`src/rtl/miriscv_pkg.sv`:
```
// Shared constants and types for the miriscv UART transmit path.
package miriscv_pkg;

    localparam int unsigned UART_DATA_W     = 8;
    localparam int unsigned UART_FRAME_BITS = 11;

    typedef enum logic [2:0] {
        TX_IDLE,
        TX_START,
        TX_DATA,
        TX_PARITY,
        TX_STOP
    } uart_tx_state_e;

    function automatic logic even_parity(input logic [UART_DATA_W-1:0] data);
        return ^data;
    endfunction

endpackage

```
`src/rtl/miriscv_uart_tx_phy.sv`:
```
// 8E1 UART serializer: bit divider, frame FSM, shifter and parity, registered line drive.
module miriscv_uart_tx_phy
    import miriscv_pkg::*;
#(
    parameter int unsigned BIT_DIV = 16
) (
    input  logic                   clk_i,
    input  logic                   arstn_i,
    input  logic                   load_i,
    input  logic [UART_DATA_W-1:0] data_i,
    output logic                   idle_o,
    output logic                   done_o,
    output logic                   uart_tx_o
);

    localparam int unsigned      DIV_W    = $clog2(BIT_DIV);
    localparam logic [DIV_W-1:0] DIV_LAST = DIV_W'(BIT_DIV - 1);
    localparam logic [2:0]       BIT_LAST = 3'(UART_DATA_W - 1);

    uart_tx_state_e         state_q, state_d;
    logic [DIV_W-1:0]       div_q, div_d;
    logic [2:0]             bit_q, bit_d;
    logic [UART_DATA_W-1:0] shift_q, shift_d;
    logic                   par_q, par_d;
    logic                   tx_q, tx_d;
    logic                   bit_end;

    assign bit_end   = (div_q == DIV_LAST);
    assign idle_o    = (state_q == TX_IDLE);
    assign uart_tx_o = tx_q;

    always_comb begin
        state_d = state_q;
        div_d   = div_q;
        bit_d   = bit_q;
        shift_d = shift_q;
        par_d   = par_q;
        tx_d    = tx_q;
        done_o  = 1'b0;

        if (state_q != TX_IDLE) begin
            div_d = bit_end ? '0 : div_q + 1'b1;
        end

        case (state_q)
            TX_IDLE: begin
                if (load_i) begin
                    state_d = TX_START;
                    shift_d = data_i;
                    par_d   = even_parity(data_i);
                    div_d   = '0;
                    tx_d    = 1'b0;
                end
            end
            TX_START: begin
                if (bit_end) begin
                    state_d = TX_DATA;
                    tx_d    = shift_q[0];
                end
            end
            TX_DATA: begin
                if (bit_end) begin
                    // 3-bit counter wraps 7 -> 0 on the way out to PARITY
                    bit_d   = bit_q + 1'b1;
                    shift_d = shift_q >> 1;
                    if (bit_q == BIT_LAST) begin
                        state_d = TX_PARITY;
                        tx_d    = par_q;
                    end else begin
                        tx_d = shift_q[1];
                    end
                end
            end
            TX_PARITY: begin
                if (bit_end) begin
                    state_d = TX_STOP;
                    tx_d    = 1'b1;
                end
            end
            TX_STOP: begin
                if (bit_end) begin
                    done_o = 1'b1;
                    // Back-to-back frame: next start bit follows the stop bit directly
                    if (load_i) begin
                        state_d = TX_START;
                        shift_d = data_i;
                        par_d   = even_parity(data_i);
                        tx_d    = 1'b0;
                    end else begin
                        state_d = TX_IDLE;
                        tx_d    = 1'b1;
                    end
                end
            end
            default: begin
                state_d = TX_IDLE;
                tx_d    = 1'b1;
            end
        endcase
    end

    always_ff @(posedge clk_i or negedge arstn_i) begin
        if (!arstn_i) begin
            state_q <= TX_IDLE;
            div_q   <= '0;
            bit_q   <= '0;
            shift_q <= '0;
            par_q   <= 1'b0;
            tx_q    <= 1'b1;
        end else begin
            state_q <= state_d;
            div_q   <= div_d;
            bit_q   <= bit_d;
            shift_q <= shift_d;
            par_q   <= par_d;
            tx_q    <= tx_d;
        end
    end

endmodule

```
`src/rtl/miriscv_uart_tx_sched.sv`:
```
// Message-granular round-robin UART TX sharing with one-byte holding register.
// Optional frame/overflow statistics under MIRISCV_UART_TX_STATS_EN.
module miriscv_uart_tx_sched
    import miriscv_pkg::*;
#(
    parameter int unsigned NREQ     = 2,
    parameter int unsigned CLK_FREQ = 100000000,
    parameter int unsigned BAUDRATE = 6250000
) (
    input  logic                          clk_i,
    input  logic                          arstn_i,
    input  logic [NREQ-1:0]               req_valid_i,
    input  logic [NREQ*UART_DATA_W-1:0]   req_data_i,
    input  logic [NREQ-1:0]               req_last_i,
    output logic [NREQ-1:0]               req_ready_o,
    output logic [NREQ-1:0]               grant_o,
    output logic                          busy_o,
`ifdef MIRISCV_UART_TX_STATS_EN
    output logic [31:0]                   tx_count_o,
    output logic [NREQ-1:0]               ovf_drop_o,
`endif
    output logic                          uart_tx_o
);

    localparam int unsigned BIT_DIV = CLK_FREQ / BAUDRATE;
    localparam int unsigned IDX_W   = (NREQ > 1) ? $clog2(NREQ) : 1;

    if (BIT_DIV < 2) begin : g_bit_div_check
        $error("BIT_DIV (CLK_FREQ/BAUDRATE) must be at least 2");
    end

    logic                   lock_q, lock_d;
    logic [IDX_W-1:0]       owner_q, owner_d;
    logic [IDX_W-1:0]       ptr_q, ptr_d;
    logic                   hold_full_q, hold_full_d;
    logic [UART_DATA_W-1:0] hold_data_q, hold_data_d;

    logic                   phy_idle, phy_done;
    logic                   drain, hold_avail;
    logic                   win_found;
    logic [IDX_W-1:0]       win_idx, cand_idx, xfer_idx;
    int unsigned            cand;
    logic                   xfer, xfer_last;

    assign drain      = hold_full_q & (phy_idle | phy_done);
    assign hold_avail = ~hold_full_q | drain;

    // First valid requester at or after the pointer, wrapping
    always_comb begin
        win_found = 1'b0;
        win_idx   = ptr_q;
        cand      = 0;
        cand_idx  = '0;
        for (int unsigned i = 0; i < NREQ; i++) begin
            cand     = (32'(ptr_q) + i) % NREQ;
            cand_idx = IDX_W'(cand);
            if (!win_found && req_valid_i[cand_idx]) begin
                win_found = 1'b1;
                win_idx   = cand_idx;
            end
        end
    end

    always_comb begin
        req_ready_o = '0;
        grant_o     = '0;
        xfer_idx    = lock_q ? owner_q : win_idx;
        if (lock_q) begin
            req_ready_o[owner_q] = req_valid_i[owner_q] & hold_avail;
            grant_o[owner_q]     = 1'b1;
        end else if (win_found && hold_avail) begin
            req_ready_o[win_idx] = 1'b1;
            grant_o[win_idx]     = 1'b1;
        end
        if (!arstn_i) begin
            req_ready_o = '0;
            grant_o     = '0;
        end
    end

    assign xfer      = |req_ready_o;
    assign xfer_last = req_last_i[xfer_idx];

    always_comb begin
        hold_full_d = hold_full_q;
        hold_data_d = hold_data_q;
        lock_d      = lock_q;
        owner_d     = owner_q;
        ptr_d       = ptr_q;
        if (drain) begin
            hold_full_d = 1'b0;
        end
        if (xfer) begin
            hold_full_d = 1'b1;
            hold_data_d = req_data_i[xfer_idx*UART_DATA_W +: UART_DATA_W];
            if (xfer_last) begin
                lock_d = 1'b0;
                ptr_d  = (xfer_idx == IDX_W'(NREQ - 1)) ? '0 : xfer_idx + 1'b1;
            end else begin
                lock_d  = 1'b1;
                owner_d = xfer_idx;
            end
        end
    end

    always_ff @(posedge clk_i or negedge arstn_i) begin
        if (!arstn_i) begin
            lock_q      <= 1'b0;
            owner_q     <= '0;
            ptr_q       <= '0;
            hold_full_q <= 1'b0;
            hold_data_q <= '0;
        end else begin
            lock_q      <= lock_d;
            owner_q     <= owner_d;
            ptr_q       <= ptr_d;
            hold_full_q <= hold_full_d;
            hold_data_q <= hold_data_d;
        end
    end

    assign busy_o = hold_full_q | ~phy_idle;

    miriscv_uart_tx_phy #(
        .BIT_DIV (BIT_DIV)
    ) u_phy (
        .clk_i     (clk_i),
        .arstn_i   (arstn_i),
        .load_i    (drain),
        .data_i    (hold_data_q),
        .idle_o    (phy_idle),
        .done_o    (phy_done),
        .uart_tx_o (uart_tx_o)
    );

`ifdef MIRISCV_UART_TX_STATS_EN
    logic [31:0]     tx_count_q;
    logic [NREQ-1:0] ovf_q;
    logic [15:0]     wait_cnt_q [NREQ];

    // Wait counter saturates; the 65536th stalled cycle sets the sticky flag
    always_ff @(posedge clk_i or negedge arstn_i) begin
        if (!arstn_i) begin
            tx_count_q <= '0;
            ovf_q      <= '0;
            for (int i = 0; i < int'(NREQ); i++) begin
                wait_cnt_q[i] <= '0;
            end
        end else begin
            if (phy_done) begin
                tx_count_q <= tx_count_q + 32'd1;
            end
            for (int i = 0; i < int'(NREQ); i++) begin
                if (req_valid_i[i] && !req_ready_o[i]) begin
                    if (wait_cnt_q[i] == 16'hFFFF) begin
                        ovf_q[i] <= 1'b1;
                    end else begin
                        wait_cnt_q[i] <= wait_cnt_q[i] + 16'd1;
                    end
                end else begin
                    wait_cnt_q[i] <= '0;
                end
            end
        end
    end

    assign tx_count_o = tx_count_q;
    assign ovf_drop_o = ovf_q;
`endif

endmodule
```
`config.mk`:
```
export PLATFORM = sky130hd
export DESIGN_NAME = miriscv_uart_tx_sched
export DESIGN_NICKNAME = d
export VERILOG_FILES = /design/src/rtl/miriscv_pkg.sv /design/src/rtl/miriscv_uart_tx_phy.sv /design/src/rtl/miriscv_uart_tx_sched.sv
export SDC_FILE = /design/constraint.sdc
export NUM_CORES = 1
export LEC_CHECK = 0
export BUFFER_PORTS_ARGS = -buffer_cell sky130_fd_sc_hd__buf_2
export CAP_MARGIN = 20
export CORE_MARGIN = 8
export CORE_UTILIZATION = 30
export CTS_BUF_LIST = sky130_fd_sc_hd__clkbuf_8
export DETAILED_ROUTE_END_ITERATION = 6
export PLACE_DENSITY_LB_ADDON = 0.15
export SLEW_MARGIN = 10
export SYNTH_ARGS = -nofsm -noshare
export SYNTH_HDL_FRONTEND = slang
export SYNTH_HIERARCHICAL = 1
export SYNTH_SLANG_ARGS = --single-unit
```
`constraint.sdc`:
```
create_clock -name clk_i -period 3.7 [get_ports clk_i]
set_input_delay 0.555 -clock clk_i [delete_from_list [all_inputs] [get_ports clk_i]]
set_output_delay 0.555 -clock clk_i [all_outputs]
set_load 0.01 [all_outputs]
```
==> results.sh, run 1 <==
export IMPL_outcome="complete, no violations"
export IMPL_cellLeakagePower_nw=1.00
export IMPL_critical_path_class="reg2out"
export IMPL_grt_first_pass_wirelength_um=6890
export IMPL_min_path_type="in2async"
export IMPL_detail_route_wirelength_um=3900
export IMPL_regToRegEndpoint="hold_data_q[2]$_DFFE_PN0P_"
export IMPL_first_pass_iters=4
export IMPL_cts_root_buffer="sky130_fd_sc_hd__clkbuf_8"
export IMPL_finalInstanceArea_sq_um=2200
export IMPL_numClockSinks=32
export IMPL_dp_hpwl_um=2950
export IMPL_synth_yosys_seq_area_share=0.419
export IMPL_average_wire_length_per_cell_after_detail_routing_um=14.2
export IMPL_fraction_of_power_spent_switching_nets=0.260
export IMPL_synthFlopType="sky130_fd_sc_hd__dfrtp_1"
export IMPL_switchingPower_mw=0.210
export IMPL_worst_setup_path_start_kind="flip-flop"
export IMPL_synth_cells=166
export IMPL_postRouteAntennaNets=0
export IMPL_global_route_usage_total=0.0966
export IMPL_vdd_ir_drop_max_v=0.000160
export IMPL_synthesis_nets=191
export IMPL_num_fill_cells=630
export IMPL_worst_r2r_startpoint="u_phy/state_q[2]$_DFFE_PN0P_"
export IMPL_maximum_number_of_pins_on_one_net_before_global_route_repair=30
export IMPL_finalCritPeriodShare=0.784
export IMPL_timing_critical_path_fanout_max=6
export IMPL_max_slew_worst_pin_slew_ns=0.523
export IMPL_drc=0
export IMPL_dr_total_vias=1332
export IMPL_skew_ns=0.00788
export IMPL_fp_coreArea_sq_um=6280
export IMPL_syn_area_sq_um=1910
export IMPL_multiInputGateArea_sq_um=1040
export IMPL_floorplan_initialDensity=0.305
export IMPL_number_of_cells_upsized_or_downsized_after_cts=0
export IMPL_power_sequential_fraction=0.491
export IMPL_dieArea_sq_um=9190
export IMPL_regArea_sq_um=802
export IMPL_cts_root_to_sink_buffers=2
export IMPL_critPathArrivalTime_ns=2.35
export IMPL_tns_ns=0
export IMPL_die_width_um=95.9
export IMPL_grt_remaining_overflow=0
export IMPL_setup_repair_after_global_routing_missed_its_margin="no"
export IMPL_clock_share_of_power=0.334
export IMPL_synth_yosys_warnings=6
export IMPL_diodes=0
export IMPL_initial_antenna_violation_count=0
export IMPL_cts_tree="built"
export IMPL_cts_buffers=5
export IMPL_power_per_cell_area_nw_per_um2=368
export IMPL_worst_setup_path_end_kind="output pin"
export IMPL_core_rowCount=29
export IMPL_drt_iter0_markers=66
export IMPL_viasPerCell=4.86
export IMPL_numPortBuffers=27
export IMPL_timing_critical_path_required_ns=3.14
export IMPL_asyncSetResetFlopFracSynth=1.00
export IMPL_synth_edff_count=0
export IMPL_avgSynthCellArea_sq_um=11.5
export IMPL_setup_viol=0
export IMPL_cts_hold_buffers=0
export IMPL_final_max_slew_viol_count=0
export IMPL_comb_power_share=0.175
export IMPL_postCtsSetupBuffers=0
export IMPL_drv_cap=0
export IMPL_globalplace_congestion=0.812
export IMPL_placed_area_sq_um=2110
export IMPL_die_height_um=95.9
export IMPL_synth_seq_cells=32
export IMPL_rrSetupSlack_ns=1.12
export IMPL_clock_tree_htree_level_count=2
export IMPL_cts_clk_slew_worst_paths_ns=0.07
export IMPL_period_needed_ns=2.90
export IMPL_fmax_mhz=345
export IMPL_number_of_global_route_vias_before_repair=1432
export IMPL_rr_worst_depth=6
export IMPL_max_slew_margin=0.650
export IMPL_drive_above_1_share=0.381
export IMPL_final_hold_viol_count=0
export IMPL_final_nets=221
export IMPL_synth_lib_cells_used_distinct=48
export IMPL_clkLatencyLatePin_ns=0.29
export IMPL_layout_area_overhead_vs_synth_pct=15.0
export IMPL_internal_power_mw=0.600
export IMPL_top_level_ports=28
## sequential cells by signal, summed over array words and instances, names as in the netlist
signal,flops
owner_q,1
hold_data_q,8
u_phy/state_q,3
lock_q,1
u_phy/uart_tx_o,1
u_phy/par_q,1
u_phy/shift_q,8
ptr_q,1
u_phy/div_q,4
u_phy/bit_q,3
hold_full_q,1
## kinds of logic after synthesis
group | after synthesis | share of synthesized area
AND/OR/NAND/NOR | 43 | 0.122
multiplexers | 37 | 0.248
flip-flops | 32 | 0.419
AO/OA/AOI/OAI | 31 | 0.114
buffers and inverters | 11 | 0.0353
XOR/XNOR | 9 | 0.0412
adder cells (fa/ha/maj) | 3 | 0.0196
## worst max-delay path, stage by stage, from the launching register on
cell	delay, ns
sky130_fd_sc_hd__dfrtp_1	0.42
sky130_fd_sc_hd__ha_1	0.27
sky130_fd_sc_hd__and3_1	0.27
sky130_fd_sc_hd__and3_1	0.22
sky130_fd_sc_hd__or3b_1	0.48
sky130_fd_sc_hd__nand2_2	0.19
sky130_fd_sc_hd__nor2_1	0.07
sky130_fd_sc_hd__buf_2	0.15
## layout by cell type, fill, tap and decap left out, types with 2 or more instances in the layout
master	n
sky130_fd_sc_hd__a21oi_1	7
sky130_fd_sc_hd__and3_1	2
sky130_fd_sc_hd__buf_2	27
sky130_fd_sc_hd__buf_4	2
sky130_fd_sc_hd__clkbuf_8	6
sky130_fd_sc_hd__dfrtp_1	31
sky130_fd_sc_hd__ha_1	3
sky130_fd_sc_hd__inv_1	7
sky130_fd_sc_hd__mux2_1	2
sky130_fd_sc_hd__mux2_2	14
sky130_fd_sc_hd__mux2_4	17
sky130_fd_sc_hd__mux2i_1	4
sky130_fd_sc_hd__nand2_1	11
sky130_fd_sc_hd__nand2b_1	3
sky130_fd_sc_hd__nand3_1	2
sky130_fd_sc_hd__nor2_1	10
sky130_fd_sc_hd__nor3_1	2
sky130_fd_sc_hd__nor3b_1	2
sky130_fd_sc_hd__nor4_1	2
sky130_fd_sc_hd__o21ai_0	6
sky130_fd_sc_hd__o31ai_1	3
sky130_fd_sc_hd__or3b_1	2
sky130_fd_sc_hd__xnor2_1	7
sky130_fd_sc_hd__xor2_1	2
## worst max path at each step
stage | start | endpoint | slack, ns | cells after the start
floorplan | u_phy/state_q[2]$_DFFE_PN0P_ | u_phy/shift_q[0]$_DFFE_PN0P_ | 1.32 | 9
global placement | u_phy/div_q[0]$_DFF_PN0_ | req_ready_o[1] | 1.13 | 7
detailed placement | u_phy/state_q[2]$_DFFE_PN0P_ | hold_data_q[2]$_DFFE_PN0P_ | 1.12 | 6
CTS | u_phy/div_q[0]$_DFF_PN0_ | req_ready_o[1] | 0.79 | 7
global route | u_phy/div_q[0]$_DFF_PN0_ | req_ready_o[1] | 0.68 | 7
finish | u_phy/div_q[0]$_DFF_PN0_ | req_ready_o[1] | 0.80 | 7
## cell usage after synthesis, types with 2 or more instances
cell type | number | area [sq um]
sky130_fd_sc_hd__o21ai_0 | 6 | 30.0
sky130_fd_sc_hd__nand2_1 | 11 | 41.3
sky130_fd_sc_hd__buf_6 | 3 | 33.8
sky130_fd_sc_hd__nor2_1 | 10 | 37.5
sky130_fd_sc_hd__xnor2_1 | 7 | 61.3
sky130_fd_sc_hd__mux2_2 | 14 | 158
sky130_fd_sc_hd__nand2b_1 | 3 | 18.8
sky130_fd_sc_hd__and3_1 | 2 | 12.5
sky130_fd_sc_hd__nand3_1 | 2 | 10.0
sky130_fd_sc_hd__dfrtp_1 | 31 | 776
sky130_fd_sc_hd__a21oi_1 | 7 | 35.0
sky130_fd_sc_hd__nor3b_1 | 2 | 15.0
sky130_fd_sc_hd__mux2_1 | 2 | 22.5
sky130_fd_sc_hd__o31ai_1 | 3 | 22.5
sky130_fd_sc_hd__or3b_1 | 2 | 17.5
sky130_fd_sc_hd__mux2_4 | 17 | 255
sky130_fd_sc_hd__nor3_1 | 2 | 10.0
sky130_fd_sc_hd__xor2_1 | 2 | 17.5
sky130_fd_sc_hd__nor4_1 | 2 | 12.5
sky130_fd_sc_hd__ha_1 | 3 | 37.5
sky130_fd_sc_hd__mux2i_1 | 4 | 40.0
sky130_fd_sc_hd__inv_1 | 5 | 18.8
## cell type report
cell class	count	area share
multi-input combinational	123	0.474
sequential	32	0.364
timing repair buffer	29	0.0682
tap	77	0.0438
clock buffer	6	0.0375
inverter	5	0.00852
clock inverter	2	0.00341
## layer usage
layer,GRT usage,share of wire,up-vias,routed length [um]
met2,0.145,0.45,30,1740
met5,0,0,-,0
met1,0.121,0.49,633,1900
li1,-,-,662,-
met4,0.0461,0.018,0,69
met3,0.0343,0.050,7,196
## through the flow
stage,worst slack [ns],hold WS [ns],power (mW),util,instances
floorplan,1.32,0.259,0.504,-,166
global placement,1.13,0.401,0.548,0.336,266
detailed placement,1.12,0.399,0.551,0.336,266
CTS,0.793,0.0917,0.828,0.351,274
global route,0.682,0.0871,0.859,0.351,274
finish,0.799,0.103,0.811,0.351,274
## power by group through the flow
stage	Clock (mW)	Combinational, mW	Sequential [mW]
detailed placement	0	0.145	0.406
global route	0.299	0.158	0.402
global placement	0	0.143	0.406
CTS	0.283	0.146	0.399
floorplan	0	0.108	0.396
finish	0.271	0.142	0.398
Power figures use the tool's default switching activity.
==> run 2, diff against run 1 <==
==> constraint.sdc (replaced) <==
create_clock -name clk_i -period 2.75 [get_ports clk_i]
set_input_delay 0.4125 -clock clk_i [delete_from_list [all_inputs] [get_ports clk_i]]
set_output_delay 0.4125 -clock clk_i [all_outputs]
set_load 0.01 [all_outputs]
==> results.sh, run 2 (synthesized netlist as in run 1, its figures left out) <==
export IMPL_drc=0
export IMPL_drv_cap=0
export IMPL_dieArea_sq_um=9190
export IMPL_final_max_slew_viol_count=0
export IMPL_grt_first_pass_wirelength_um=6970
export IMPL_power_per_cell_area_nw_per_um2=487
export IMPL_die_height_um=95.9
export IMPL_cts_root_buffer="sky130_fd_sc_hd__clkbuf_8"
export IMPL_min_path_type="reg2reg"
export IMPL_worst_setup_path_end_kind="output pin"
export IMPL_top_layer_used="met4"
export IMPL_critPathArrivalTime_ns=2.22
export IMPL_critical_path_class="reg2out"
export IMPL_dr_total_vias=1350
export IMPL_diodes=0
export IMPL_fp_coreArea_sq_um=6280
export IMPL_layout_top_registers="hold_data_q: 8 flops, u_phy/shift_q: 8 flops, u_phy/div_q: 4 flops"
export IMPL_worst_hold_path_num_cells=1
export IMPL_period_needed_ns=2.63
export IMPL_met2RoutedLength_um=1780
export IMPL_drt_met1_wl_um=1980
export IMPL_timing_critical_path_required_ns=2.34
export IMPL_clkLatencyLatePin_ns=0.28
export IMPL_globalplace_congestion=0.796
export IMPL_die_width_um=95.9
export IMPL_crit_path_from="u_phy/div_q[0]$_DFF_PN0_"
export IMPL_max_slew_worst_pin_slew_ns=0.536
export IMPL_vdd_ir_drop_max_v=0.000262
export IMPL_tns_ns=0
export IMPL_crit_path_cell_trace="ha_2, and3_2, and3_1, or3b_4, nand2_2, nor2_1, buf_2"
export IMPL_global_route_usage_total=0.0966
export IMPL_numClockSinks=32
export IMPL_setup_viol=0
export IMPL_cellLeakagePower_nw=1.02
export IMPL_detail_route_wirelength_um=3970
export IMPL_final_hold_viol_count=0
export IMPL_regToRegEndpoint="hold_data_q[3]$_DFFE_PN0P_"
export IMPL_finalCritPeriodShare=0.957
export IMPL_average_wire_length_per_cell_after_detail_routing_um=14.3
export IMPL_numPortBuffers=27
export IMPL_cts_tree="built"
export IMPL_drive_above_1_share=0.403
export IMPL_rrSetupSlack_ns=0.25
export IMPL_dr_wl_met3_um=133
export IMPL_rr_worst_depth=6
export IMPL_fmax_mhz=380
export IMPL_worst_min_delay_path_startpoint="u_phy/bit_q[0]$_DFFE_PN0P_"
export IMPL_cts_clk_slew_worst_paths_ns=0.07
export IMPL_cts_buffers=5
export IMPL_setup_repair_after_global_routing_missed_its_margin="no"
export IMPL_layout_area_overhead_vs_synth_pct=17.1
export IMPL_number_of_global_route_vias_before_repair=1439
export IMPL_postRouteAntennaNets=0
export IMPL_initial_antenna_violation_count=0
export IMPL_most_common_cell_after_layout_fill_and_taps_aside="sky130_fd_sc_hd__dfrtp_1"
export IMPL_fin_total_pwr_mw=1.09
export IMPL_max_slew_margin=0.641
export IMPL_drt_iter0_markers=40
export IMPL_dp_hpwl_um=2980
export IMPL_first_pass_iters=4
export IMPL_min_delay_worst_endpoint="u_phy/bit_q[0]$_DFFE_PN0P_"
export IMPL_layout_common_cells="sky130_fd_sc_hd__dfrtp_1 (31), sky130_fd_sc_hd__buf_2 (27), sky130_fd_sc_hd__mux2_4 (17)"
export IMPL_worst_path_max_delay_cell="sky130_fd_sc_hd__dfrtp_1"
export IMPL_worst_setup_path_start_kind="flip-flop"
export IMPL_clock_tree_htree_level_count=2
export IMPL_cts_root_to_sink_buffers=2
export IMPL_worst_path_largest_cell_delay_ns=0.43
export IMPL_viasPerCell=4.86
export IMPL_skew_ns=0.00362
export IMPL_maximum_number_of_pins_on_one_net_before_global_route_repair=29
export IMPL_final_nets=225
export IMPL_grt_remaining_overflow=0
export IMPL_top_level_ports=28
export IMPL_floorplan_initialDensity=0.305
export IMPL_postCtsSetupBuffers=0
export IMPL_post_place_ws_ns=0.173
export IMPL_outcome="complete, no violations"
export IMPL_timing_final_ws_setup_ns=0.118
export IMPL_core_rowCount=29
export IMPL_worst_r2r_startpoint="u_phy/state_q[0]$_DFFE_PN0P_"
export IMPL_timing_critical_path_fanout_max=6
-- run 2: changes by cell type in the layout (fill, tap and decap cells not counted) --
cell	previous run	this run
sky130_fd_sc_hd__buf_4	2	5
sky130_fd_sc_hd__or3b_4	0	1
sky130_fd_sc_hd__and3_1	2	1
sky130_fd_sc_hd__dlygate4sd3_1	0	1
sky130_fd_sc_hd__ha_1	3	2
sky130_fd_sc_hd__ha_2	0	1
sky130_fd_sc_hd__or3b_1	2	1
sky130_fd_sc_hd__and3_2	0	1
-- run 2: per-stage QoR --
stage                     area [sq um]  hold WS (ns)  utilization  std cells
after detailed placement          2130         0.269        0.340        269
after floorplan                   1910         0.117            -        166
after global routing              2240         0.494        0.357        278
final                             2240         0.481        0.357        278
after global placement            2130         0.265        0.340        269
after CTS                         2240         0.480        0.356        278
-- run 2: critical path, delay by kind of cell (launching register included) --
kind	cells	cell delay [ns]
flops	1	0.43
fa+ha+maj	1	0.23
buf+inv	1	0.15
simple gates	5	1.12
-- run 2: report_power, final --
group	internal, mW	leakage, nW	total [mW]	switching (mW)
Combinational	0.112	0.548	0.191	0.0788
Sequential	0.500	0.415	0.538	0.0373
Clock	0.196	0.0538	0.363	0.167
Total	0.809	1.02	1.09	0.283
-- run 2: what timing repair did --
action,4_1_cts,5_1_grt
setup endpoints to repair,3,3
gates resized for setup,1,2
endpoints found under the hold margin,4,0
hold buffers,1,0
-- run 2: layout make-up --
class	count	area, sq um
clock buffers	6	82.6
repair buffers	33	183
flip-flops and latches	32	802
multi-input cells	123	1050
fillers	629	4040
inverters	5	18.8
clock inverters	2	7.51
well taps	77	96.3
-- run 2: layer usage --
| metal | GRT usage | vias up |
|---|---|---|
| met4 | 0.0397 | 0 |
| li1 | - | 669 |
| met3 | 0.0273 | 7 |
| met5 | 0 | - |
| met2 | 0.138 | 27 |
| met1 | 0.133 | 647 |
-- run 2: worst max path at each step --
| stage | end | slack [ns] | depth (start not counted) |
|---|---|---|---|
| 2_1_floorplan | u_phy/shift_q[0]$_DFFE_PN0P_ | 0.37 | 9 |
| 4_1_cts | req_ready_o[1] | 0.05 | 7 |
| 3_5_place_dp | hold_data_q[1]$_DFFE_PN0P_ | 0.17 | 6 |
| 3_3_place_gp | hold_data_q[2]$_DFFE_PN0P_ | 0.27 | 6 |
| 5_1_grt | grant_o[1] | 0.02 | 6 |
| 6_report | req_ready_o[1] | 0.12 | 7 |
==> run 3, diff against run 2 <==
--- a/config.mk
+++ b/config.mk
@@ -7,6 +7,8 @@
 export LEC_CHECK = 0
 export BUFFER_PORTS_ARGS = -buffer_cell sky130_fd_sc_hd__buf_2
 export CAP_MARGIN = 20
+export CELL_PAD_IN_SITES_DETAIL_PLACEMENT = 0
+export CELL_PAD_IN_SITES_GLOBAL_PLACEMENT = 1
 export CORE_MARGIN = 8
 export CORE_UTILIZATION = 30
 export CTS_BUF_LIST = sky130_fd_sc_hd__clkbuf_8
==> results.sh, run 3 (synthesized netlist as in run 1, its figures left out) <==
export IMPL_worst_path_max_delay_cell="sky130_fd_sc_hd__or3b_4"
export IMPL_dp_hpwl_um=3210
export IMPL_dieArea_sq_um=9190
export IMPL_drive_above_1_share=0.416
export IMPL_worstPathBufferInverterCount=1
export IMPL_vdd_ir_drop_max_v=0.000190
export IMPL_min_path_type="in2async"
export IMPL_clock_tree_htree_level_count=2
export IMPL_power_sequential_fraction=0.481
export IMPL_skew_ns=0.00727
export IMPL_numPortBuffers=27
export IMPL_timing_critical_path_required_ns=2.34
export IMPL_fmax_mhz=383
export IMPL_floorplan_initialDensity=0.305
export IMPL_number_of_global_route_vias_before_repair=1558
export IMPL_final_hold_viol_count=0
export IMPL_critPathArrivalTime_ns=2.20
export IMPL_numClockSinks=32
export IMPL_max_slew_worst_pin_slew_ns=0.512
export IMPL_fin_total_pwr_mw=1.12
export IMPL_cts_buffers=5
export IMPL_drv_cap=0
export IMPL_globalplace_congestion=0.761
export IMPL_viasPerCell=5.00
export IMPL_worst_path_largest_cell_delay_ns=0.44
export IMPL_cts_tree="built"
export IMPL_maximum_number_of_pins_on_one_net_before_global_route_repair=21
export IMPL_internal_power_mw=0.836
export IMPL_worst_setup_path_end_kind="output pin"
export IMPL_layout_top_registers="hold_data_q: 8 flops, u_phy/shift_q: 8 flops, u_phy/div_q: 4 flops"
export IMPL_path_delay_family="simple AND/OR/NAND/NOR gates"
export IMPL_first_pass_iters=4
export IMPL_average_wire_length_per_cell_after_detail_routing_um=15.0
export IMPL_top_level_ports=28
export IMPL_tns_ns=0
export IMPL_layout_common_cells="sky130_fd_sc_hd__dfrtp_1 (31), sky130_fd_sc_hd__buf_2 (27), sky130_fd_sc_hd__mux2_4 (17)"
export IMPL_cts_root_to_sink_buffers=2
export IMPL_layout_area_overhead_vs_synth_pct=17.8
export IMPL_period_needed_ns=2.61
export IMPL_cts_hold_buffers=0
export IMPL_setup_repair_after_global_routing_missed_its_margin="no"
export IMPL_grt_first_pass_wirelength_um=7430
export IMPL_fraction_of_power_spent_switching_nets=0.252
export IMPL_switchingPower_mw=0.282
export IMPL_cts_clk_slew_worst_paths_ns=0.07
export IMPL_comb_power_share=0.170
export IMPL_timing_critical_path_fanout_max=6
export IMPL_diodes=0
export IMPL_final_nets=226
export IMPL_die_height_um=95.9
export IMPL_core_rowCount=29
export IMPL_clkLatencyLatePin_ns=0.28
export IMPL_grt_remaining_overflow=0
export IMPL_drt_iter0_markers=47
export IMPL_outcome="complete, no violations"
export IMPL_crit_path_cell_trace="ha_2, and3_2, and3_1, or3b_4, a21oi_1, nor3b_1, buf_2"
export IMPL_postRouteAntennaNets=0
export IMPL_fp_coreArea_sq_um=6280
export IMPL_initial_antenna_violation_count=0
export IMPL_setup_viol=0
export IMPL_power_per_cell_area_nw_per_um2=495
export IMPL_detail_route_wirelength_um=4180
export IMPL_dr_total_vias=1396
export IMPL_critical_path_class="reg2out"
export IMPL_worst_setup_path_start_kind="flip-flop"
export IMPL_cellLeakagePower_nw=1.02
export IMPL_finalCritPeriodShare=0.949
export IMPL_die_width_um=95.9
export IMPL_final_max_slew_viol_count=0
export IMPL_most_common_cell_after_layout_fill_and_taps_aside="sky130_fd_sc_hd__dfrtp_1"
export IMPL_global_route_usage_total=0.103
export IMPL_clock_share_of_power=0.349
export IMPL_max_slew_margin=0.659
export IMPL_drc=0
export IMPL_cts_root_buffer="sky130_fd_sc_hd__clkbuf_8"
-- run 3: timing repair --
| item | 4_1_cts | 5_1_grt |
|---|---|---|
| gates resized for setup | 1 | 2 |
| setup buffers | 2 | 0 |
| gates cloned | 0 | 0 |
| pin swaps | 0 | 0 |
| endpoints found under the setup margin | 3 | 1 |
-- run 3: worst paths after layout --
check / cells after the start / endpoint / slack, ns / startpoint
worst max-delay path: 7 / grant_o[1] / 0.14 / u_phy/div_q[0]$_DFF_PN0_
worst min-delay path: 1 / lock_q$_DFFE_PN0P_ / 0.04 / arstn_i
worst max register to register: 7 / hold_data_q[1]$_DFFE_PN0P_ / 0.15 / u_phy/state_q[0]$_DFFE_PN0P_
worst min register to register: 1 / u_phy/bit_q[0]$_DFFE_PN0P_ / 0.48 / u_phy/bit_q[0]$_DFFE_PN0P_
max in group asynchronous: 2 / u_phy/uart_tx_o$_DFFE_PN1P_ / 2.04 / arstn_i
min in group clk_i: 3 / hold_data_q[4]$_DFFE_PN0P_ / 0.48 / req_data_i[4]
-- run 3: power groups by stage --
stage               Clock (mW)  Sequential [mW]  Combinational [mW]
floorplan                    0            0.533               0.146
global placement             0            0.548               0.189
detailed placement           0            0.549               0.194
CTS                      0.416            0.540               0.195
global route             0.439            0.543               0.212
finish                   0.390            0.537               0.190
-- run 3: layout make-up --
class                           count  area [sq um]
Fill cell                         637          4020
Multi-Input combinational cell    123          1050
Sequential cell                    32           802
Timing Repair Buffer               34           188
Clock buffer                        7          96.3
Tap cell                           77          96.3
Inverter                            5          18.8
Clock inverter                      1          3.75
-- run 3: metal layers --
layer | track usage | share of wire | vias to the layer above | wire length, um
met4 | 0.0346 | 0.010 | 0 | 42
met5 | 0 | 0 | - | 0
met2 | 0.173 | 0.49 | 37 | 2040
li1 | - | - | 669 | -
met3 | 0.0351 | 0.048 | 4 | 200
met1 | 0.120 | 0.45 | 686 | 1890
-- run 3: metrics by stage --
| step | hold WS, ns | std cells | setup slack, ns | area (sq um) | util |
|---|---|---|---|---|---|
| floorplan | 0.117 | 166 | 0.366 | 1910 | - |
| global placement | 0.342 | 269 | 0.235 | 2130 | 0.340 |
| detailed placement | 0.353 | 269 | 0.169 | 2130 | 0.340 |
| CTS | 0.0367 | 279 | 0.0637 | 2250 | 0.359 |
| global route | 0.0552 | 279 | 0.0135 | 2260 | 0.359 |
| finish | 0.0427 | 279 | 0.141 | 2260 | 0.359 |
